`src/rtl/bcd_serial_addsub_if.sv`:
```
// Handshake and operand/result bundle for the digit-serial BCD add/sub unit.
// master drives the request side; slave is the arithmetic unit.
interface bcd_serial_addsub_if #(
    parameter int DIGITS = 4
);
    logic                  start;
    logic                  sub;
    logic [4*DIGITS-1:0]   a;
    logic [4*DIGITS-1:0]   b;
    logic                  busy;
    logic                  done;
    logic [4*DIGITS-1:0]   result;
    logic                  carry_out;
    logic                  neg;
    logic                  err;

    modport master (
        output start, sub, a, b,
        input  busy, done, result, carry_out, neg, err
    );

    modport slave (
        input  start, sub, a, b,
        output busy, done, result, carry_out, neg, err
    );
endinterface

```
`src/rtl/bcd_serial_addsub.sv`:
```
// Digit-serial BCD8421 adder/subtractor, one tetrad per clock, LSD first, sign-magnitude result.
// Latency start->done: DIGITS+1 (add / non-negative sub), 2*DIGITS+1 (negative sub), 1 (bad operand).
// No queueing: start is ignored while busy, including the done cycle.
module bcd_serial_addsub #(
    parameter int DIGITS = 4
) (
    input  logic               clk,
    input  logic               rst_n,
    bcd_serial_addsub_if.slave bus
);
    localparam int W  = 4 * DIGITS;
    localparam int IW = (DIGITS > 1) ? $clog2(DIGITS) : 1;

    typedef enum logic [1:0] {IDLE, ADD, FIX, DONE} state_t;

    state_t         state, state_nxt;
    logic [W-1:0]   a_q, b_q, result_q;
    logic           sub_q, carry_q, carry_out_q, neg_q, err_q, busy_q, done_q;
    logic [IW-1:0]  idx;
    logic [IW+1:0]  base;
    logic [3:0]     a_dig, b_dig, r_dig, op_x, op_y, dig_sum;
    logic [4:0]     t, t_adj;
    logic           c_nxt, last, accept, op_bad;

    function automatic logic has_bad(input logic [W-1:0] v);
        has_bad = 1'b0;
        for (int i = 0; i < DIGITS; i++) begin
            if (v[4*i +: 4] > 4'd9) has_bad = 1'b1;
        end
    endfunction

    assign base   = {idx, 2'b00};
    assign last   = (idx == IW'(DIGITS - 1));
    // The done cycle sits in IDLE with busy still high, so busy_q blocks a start there.
    assign accept = (state == IDLE) && !busy_q && bus.start;
    assign op_bad = has_bad(bus.a) | has_bad(bus.b);

    // One decimal digit slice, shared by the add pass and the recomplement pass.
    always_comb begin
        a_dig = a_q[base +: 4];
        b_dig = b_q[base +: 4];
        r_dig = result_q[base +: 4];
        op_x  = a_dig;
        op_y  = sub_q ? (4'd9 - b_dig) : b_dig;
        if (state == FIX) begin
            op_x = 4'd9 - r_dig;
            op_y = 4'd0;
        end
        t     = {1'b0, op_x} + {1'b0, op_y} + {4'b0000, carry_q};
        t_adj = t + 5'd6;
        if (t > 5'd9) begin
            dig_sum = t_adj[3:0];
            c_nxt   = 1'b1;
        end else begin
            dig_sum = t[3:0];
            c_nxt   = 1'b0;
        end
    end

    always_ff @(posedge clk or negedge rst_n) begin
        if (!rst_n) state <= IDLE;
        else        state <= state_nxt;
    end

    always_comb begin
        state_nxt = state;
        case (state)
            IDLE: if (accept) state_nxt = op_bad ? DONE : ADD;
            ADD:  if (last)   state_nxt = (sub_q && !c_nxt) ? FIX : DONE;
            FIX:  if (last)   state_nxt = DONE;
            DONE:             state_nxt = IDLE;
            default:          state_nxt = IDLE;
        endcase
    end

    always_ff @(posedge clk or negedge rst_n) begin
        if (!rst_n) begin
            a_q         <= '0;
            b_q         <= '0;
            sub_q       <= 1'b0;
            result_q    <= '0;
            carry_q     <= 1'b0;
            carry_out_q <= 1'b0;
            neg_q       <= 1'b0;
            err_q       <= 1'b0;
            idx         <= '0;
            busy_q      <= 1'b0;
            done_q      <= 1'b0;
        end else begin
            busy_q <= (state != IDLE);
            done_q <= (state == DONE);
            case (state)
                IDLE: if (accept) begin
                    a_q         <= bus.a;
                    b_q         <= bus.b;
                    sub_q       <= bus.sub;
                    result_q    <= '0;
                    carry_q     <= bus.sub;
                    carry_out_q <= 1'b0;
                    neg_q       <= 1'b0;
                    err_q       <= op_bad;
                    idx         <= '0;
                end
                ADD: begin
                    result_q[base +: 4] <= dig_sum;
                    carry_q             <= c_nxt;
                    idx                 <= last ? '0 : idx + 1'b1;
                    if (last) begin
                        if (!sub_q) begin
                            carry_out_q <= c_nxt;
                        end else if (!c_nxt) begin
                            // No end-around carry: difference is negative, recomplement with +1.
                            neg_q   <= 1'b1;
                            carry_q <= 1'b1;
                        end
                    end
                end
                FIX: begin
                    result_q[base +: 4] <= dig_sum;
                    carry_q             <= c_nxt;
                    idx                 <= last ? '0 : idx + 1'b1;
                end
                default: ;
            endcase
        end
    end

    assign bus.busy      = busy_q;
    assign bus.done      = done_q;
    assign bus.result    = result_q;
    assign bus.carry_out = carry_out_q;
    assign bus.neg       = neg_q;
    assign bus.err       = err_q;
endmodule

```
`src/flat_wrapper.sv`:
```
// flat-port wrapper written by rule: the top's interface ports become plain ports
module bcd_serial_addsub_flat 
#(
    parameter int DIGITS = 4
)
  (clk, rst_n, bus_start, bus_sub, bus_a, bus_b, bus_busy, bus_done, bus_result, bus_carry_out, bus_neg, bus_err);
  bcd_serial_addsub_if #(.DIGITS(DIGITS)) bus_i ();
  input  logic clk;
  input  logic rst_n;
  input wire logic [$bits(bus_i.start)-1:0] bus_start;
  input wire logic [$bits(bus_i.sub)-1:0] bus_sub;
  input wire logic [$bits(bus_i.a)-1:0] bus_a;
  input wire logic [$bits(bus_i.b)-1:0] bus_b;
  output wire logic [$bits(bus_i.busy)-1:0] bus_busy;
  output wire logic [$bits(bus_i.done)-1:0] bus_done;
  output wire logic [$bits(bus_i.result)-1:0] bus_result;
  output wire logic [$bits(bus_i.carry_out)-1:0] bus_carry_out;
  output wire logic [$bits(bus_i.neg)-1:0] bus_neg;
  output wire logic [$bits(bus_i.err)-1:0] bus_err;
  assign bus_i.start = bus_start;
  assign bus_i.sub = bus_sub;
  assign bus_i.a = bus_a;
  assign bus_i.b = bus_b;
  assign bus_busy = bus_i.busy;
  assign bus_done = bus_i.done;
  assign bus_result = bus_i.result;
  assign bus_carry_out = bus_i.carry_out;
  assign bus_neg = bus_i.neg;
  assign bus_err = bus_i.err;
  bcd_serial_addsub #(.DIGITS(DIGITS)) u_core (.clk(clk), .rst_n(rst_n), .bus(bus_i));
endmodule
```
`config.mk`:
```
export PLATFORM = sky130hd
export DESIGN_NAME = bcd_serial_addsub_flat
export DESIGN_NICKNAME = d
export VERILOG_FILES = /design/src/rtl/bcd_serial_addsub_if.sv /design/src/rtl/bcd_serial_addsub.sv /design/src/flat_wrapper.sv
export SDC_FILE = /design/constraint.sdc
export NUM_CORES = 1
export LEC_CHECK = 0
export ABC_CLOCK_PERIOD_IN_PS = 4300
export BUFFER_PORTS_ARGS = -buffer_cell sky130_fd_sc_hd__buf_2
export CAP_MARGIN = 25
export CELL_PAD_IN_SITES_DETAIL_PLACEMENT = 0
export CELL_PAD_IN_SITES_GLOBAL_PLACEMENT = 2
export CORE_MARGIN = 2
export CORE_UTILIZATION = 37
export CTS_BUF_LIST = sky130_fd_sc_hd__clkbuf_16
export CTS_CLUSTER_DIAMETER = 80
export DETAILED_ROUTE_END_ITERATION = 16
export PLACE_DENSITY = 0.77
export SLEW_MARGIN = 20
export SYNTH_ARGS = -nofsm -noshare
export SYNTH_HDL_FRONTEND = slang
export SYNTH_SLANG_ARGS = --single-unit
```
`constraint.sdc`:
```
create_clock -name clk -period 4.3 [get_ports clk]
set_clock_uncertainty 0.15 [all_clocks]
set_input_delay 0.86 -clock clk [delete_from_list [all_inputs] [get_ports clk]]
set_output_delay 0.86 -clock clk [all_outputs]
set_load 0.03 [all_outputs]
```
# ---- Yosys cells after proc, flatten, opt, wreduce, memory -nomap -nowiden
# Index checks and enable logic that the tools add are counted.
dict set report word_totals {
  regBits 59
  latchBits 0
  ram_bits 0
  romBits 0
  word_cells 98
  mem_count 0
}
dict set report op_classes {
  add_sub_neg 7
  multipliers 0
  div 0
  magnitude_cmp 9
  eq_ne 10
  n_shift 5
  n_mux 37
  bitwise_logic 1
  n_reduce_logical 17
}
# op n
set op_table {}
lappend op_table {{indexed part select 16 x 5 -> 4 bit} 3}
lappend op_table {{> comparator 4 bit (second input constant)} 8}
lappend op_table {{case mux 16 bit (2 select lines)} 1}
lappend op_table {{two-way mux 1 bit} 19}
lappend op_table {{bitwise mux 16 bit} 1}
lappend op_table {{two-way mux 16 bit} 1}
lappend op_table {{two-way mux 4 bit} 4}
lappend op_table {{variable shift 4 x 6 -> 16 bit (first input constant)} 1}
lappend op_table {{indexed part select 4 x 6 -> 16 bit} 1}
lappend op_table {{two-way mux 2 bit} 6}
lappend op_table {{!= test 2 x 1 -> 1 bit (second input constant)} 4}
lappend op_table {{case mux 2 bit (4 select lines)} 1}
lappend op_table {{subtractor 4 bit (first input constant)} 2}
lappend op_table {{== test 2 bit (second input constant)} 3}
lappend op_table {{negation 4 -> 6 bit} 1}
lappend op_table {{AND reduction 2 bit} 3}
lappend op_table {{nonzero test 2 bit} 3}
lappend op_table {{adder 4 x 4 -> 5 bit} 1}
lappend op_table {{adder 5 x 1 -> 5 bit} 1}
lappend op_table {{> comparator 5 x 4 -> 1 bit (second input constant)} 1}
lappend op_table {{AND reduction 5 bit} 1}
lappend op_table {{adder 4 x 3 -> 4 bit (second input constant)} 1}
lappend op_table {{!= test 2 bit (second input constant)} 2}
lappend op_table {{case mux 1 bit (2 select lines)} 2}
lappend op_table {{12 further kinds} 15}

# ---- Depth between registers and ports, before layout
dict set report depth {
  word_depth 13
  ltp_mapped 15
}

# ---- Least setup slack after synthesis
# No wires, ideal clock.
dict set report synth_path {
  path_kind {register to register}
  start {register u_core.idx[0]}
  end {register u_core.result_q[10], in the netlist u_core.bus.result[10]}
  arrival_time_ns 3.546
  required_time_ns 4.083
  setup_slack_ns 0.538
  path_stages_with_launch 13
  n_path_buf 2
  synth_period_minus_slack_ns 3.762
  path_cell_list {dfrtp_1 -> buf_2 -> buf_2 -> mux4_2 -> a21oi_1 -> fa_1 -> inv_1 -> fa_1 -> xnor2_1 -> and2_4 -> o41ai_4 -> mux2i_1 -> a22o_1}
}
dict set report synth_via {
  elab_chain_cells 11
}
# element line
set synth_lines {}
lappend synth_lines {{from (decl)} bcd_serial_addsub.sv:19} ;# logic [IW-1:0] idx;
lappend synth_lines {{from (signal assigned)} bcd_serial_addsub.sv:107} ;# idx <= last ? '0 : idx + 1'b1;
lappend synth_lines {{from (signal assigned)} bcd_serial_addsub.sv:121} ;# idx <= last ? '0 : idx + 1'b1;
lappend synth_lines {{indexed part select 16 x 5 -> 4 bit} bcd_serial_addsub.sv:41} ;# b_dig = b_q[base +: 4];
lappend synth_lines {{subtractor 4 bit} bcd_serial_addsub.sv:44} ;# op_y = sub_q ? (4'd9 - b_dig) : b_dig;
lappend synth_lines {{two-way mux 4 bit} bcd_serial_addsub.sv:44}
lappend synth_lines {{two-way mux 4 bit} bcd_serial_addsub.sv:45} ;# if (state == FIX) begin
lappend synth_lines {{adder 4 x 4 -> 5 bit} bcd_serial_addsub.sv:49} ;# t = {1'b0, op_x} + {1'b0, op_y} + {4'b0000, carry_q};
lappend synth_lines {{adder 5 x 1 -> 5 bit} bcd_serial_addsub.sv:49}
lappend synth_lines {{adder 4 x 3 -> 4 bit or > comparator 5 x 4 -> 1 bit (tied branches)} {bcd_serial_addsub.sv:50, bcd_serial_addsub.sv:51}}
lappend synth_lines {{two-way mux 4 bit} bcd_serial_addsub.sv:51} ;# if (t > 5'd9) begin
lappend synth_lines {{indexed part select 4 x 6 -> 16 bit} {bcd_serial_addsub.sv:105, bcd_serial_addsub.sv:119}}
lappend synth_lines {{bitwise mux 16 bit (*)} {bcd_serial_addsub.sv:105, bcd_serial_addsub.sv:119}}
lappend synth_lines {{case mux 16 bit (2 select lines) (*)} bcd_serial_addsub.sv:92} ;# case (state)
lappend synth_lines {{to (signal, indexed assignment)} bcd_serial_addsub.sv:105} ;# result_q[base +: 4] <= dig_sum;
lappend synth_lines {{to (signal, indexed assignment)} bcd_serial_addsub.sv:119} ;# result_q[base +: 4] <= dig_sum;
lappend synth_lines {{to (decl)} bcd_serial_addsub.sv:17} ;# logic [W-1:0] a_q, b_q, result_q;
# Mark *: on every way between the ends. The rest lies on a longest branch, timed or not.
# A chain may end at the register's enable or synchronous reset.

# ---- Worst setup path after layout
# Same ends and word-level chain as after synthesis.

==> metrics.txt <==
critical path peak fanout 19; share of cells above drive strength 1 a little under two fifths; largest net degree at the start of global routing 44; WP data required ~4400 ps; htree depth 3; initial antenna violation count 0; Worst Hold Launch u_core.bus.err; TritonCTS Sinks slightly below 60; top sig layer met4; Worst-path clk slew 60 ps; most frequent cell after synthesis dfrtp_1; die area 9600 sq um; port bufs between 50 and 60; maximum clock rate around 260 MHz; Reg-to-Reg Start u_core.idx[0]; starting density of the core 37.8%; DPL Wire Length between 6000 and 7000 microns; RSZ-0062 raised after global routing false; final hold vios 0; Via Count around 2500; # diodes 0; Slew HR 56.8%; TritonCTS clock tree yes; IO Pins 57; Congestion Overflow GR 0; number of enable flip-flop cells after synthesis 0; syn_area_per_cell roughly 12 sq um; Final nets 395; Die Y around 98 microns; FP Rows 34; outcome finished, final reports clean; crit path time final around 3800 ps; Post-DRT Antenna Nets 0; Synth top area share approximately 45%; Fillers approximately 830; Yosys reg bits 59; Async S/R FF share, synth 100%; Final setup viols 0; Tcrit/Tclk final roughly nine tenths; P&R area growth vs syn 21.7%; PostCTS Resize Cnt 0; area leader, netlist dfrtp_1; TNS Setup 0 ps; Yosys warning count 0; vias in the first global route between 2000 and 3000; synthesized instance count 281; TritonCTS Buffers 9; clock tree buffer depth 2; root buffer cell clkbuf_16; Crit. Startpoint u_core.idx[0]; routed length on met2 roughly 3900 microns; WL met1 about 3800 microns; synthesized netlist net count ~330; DRT iter0 DRCs 135; average wire per standard cell 17.8 microns; Pre-Repair DR Iteration Count 5; met3 routed WL around 320 microns; area of the core about 8600 sq um; Critical Path End Type flip-flop; Skew-Pair Late Insertion Delay 330 ps; hold_buf cts 0; WL final just over 8000 microns; critical path class reg -> reg; Pins Over Slew Limit 0; Main synth FF type dfrtp_1; DIE WIDTH just under 100 microns; vias per cell ~5.5; Worst EP arrival approximately 3900 ps; global-route wire length before repair approximately 13000 microns; mapped cell area 3270 sq um; count of different cell masters after synthesis 48; gr usage total 17.8%; hold crit path type reg -> reg; Max-Cap Viols 0; GP Congestion around 0.87; Area contributors post-synth dfrtp_1 45%, mux2_2 11%, mux4_2 8.3%; Hold WS about 330 ps; top cell types by occurrence after synthesis 59 x dfrtp_1, 32 x mux2_2, 23 x nand2_1, 23 x o21ai_0; slew of the pin with the lowest slew margin ~640 ps; Post-CTS Setup Inserts 0; post-synthesis sequential area ratio between 40% and 50%; # DRC 0; Critical Path Source Type flip-flop
logic make-up after synthesis:
logic type | synth area share (%)
AND/OR/NAND/NOR | 10.1
AO/OA/AOI/OAI | 13.9
flip-flops | 45.2
multiplexers | 19.9
buffers and inverters | 2.95
adder cells (fa/ha/maj) | 6.59
XOR/XNOR | 1.34
layer usage:
layer	global-route usage (%)	up-vias
met4	7.59	0
met1	24.3	1252
met5	0	-
met3	3.72	11
met2	27.5	60
li1	-	1171
flip-flops by register name, summed over array words and instances (netlist names):
name and cells:
u_core.a_q 16, u_core.b_q 16, u_core.bus.busy 1, u_core.bus.carry_out 1, u_core.bus.done 1, u_core.bus.err 1
u_core.bus.neg 1, u_core.bus.result 16, u_core.carry_q 1, u_core.idx 2, u_core.state 2, u_core.sub_q 1
worst paths after layout:
path | to | slack, ps | cells after the start
min in group asynchronous | u_core.b_q[4] | 370 | 1
worst max register to register | u_core.bus.result[10] | 480 | 12
max in group asynchronous | u_core.bus.result[3] | 2980 | 2
worst max-delay path | u_core.bus.result[10] | 480 | 12
worst min register to register | u_core.bus.err | 330 | 2
worst min-delay path | u_core.bus.err | 330 | 2
cell type report:
type | instances | area (sq um) | share of cell area, %
multi-input cells | 197 | 1700 | 42.6
flip-flops and latches | 59 | 1480 | 37.1
repair buffers | 61 | 320 | 8.06
clock buffers | 9 | 225 | 5.66
well taps | 108 | 135 | 3.40
clock inverters | 7 | 67.6 | 1.70
inverters | 15 | 56.3 | 1.42
layout by cell type, fill, tap and decap left out, types with 3 or more instances in the layout:
cell	count
a21o_1	3
mux4_2	12
mux2_2	32
a21oi_1	8
nor3_1	3
dfrtp_1	59
buf_2	55
clkbuf_16	9
a22o_2	4
nor4_1	5
ha_1	14
buf_4	6
a211o_1	4
o21ai_0	23
nor2b_1	3
inv_1	15
nor2_1	15
a22o_1	4
xnor2_1	4
a2111oi_0	4
o21a_1	3
nand2_1	23
worst max-delay path: stages (launching register included):
cell and delay, ps:
dfrtp_1 320, buf_4 290, mux4_2 560, xnor2_1 150, nand2_1 100, fa_1 440
inv_1 80, fa_1 190, xnor2_1 140, and2_4 210, o41ai_4 440, mux2i_1 460
a22o_1 220
through the flow:
step | std cells | area (sq um) | utilization (%) | setup WS [ps]
after global placement | 440 | 3680 | 42.6 | 546
after detailed placement | 440 | 3680 | 42.6 | 485
final | 456 | 3980 | 46.0 | 483
after global routing | 456 | 3980 | 46.0 | 188
after CTS | 456 | 3970 | 46.0 | 441
after floorplan | 281 | 3270 | - | 538
Power is left out: the tool's default activity adds up to more than one toggle a clock period on the data nets, which glitch-free logic cannot reach.
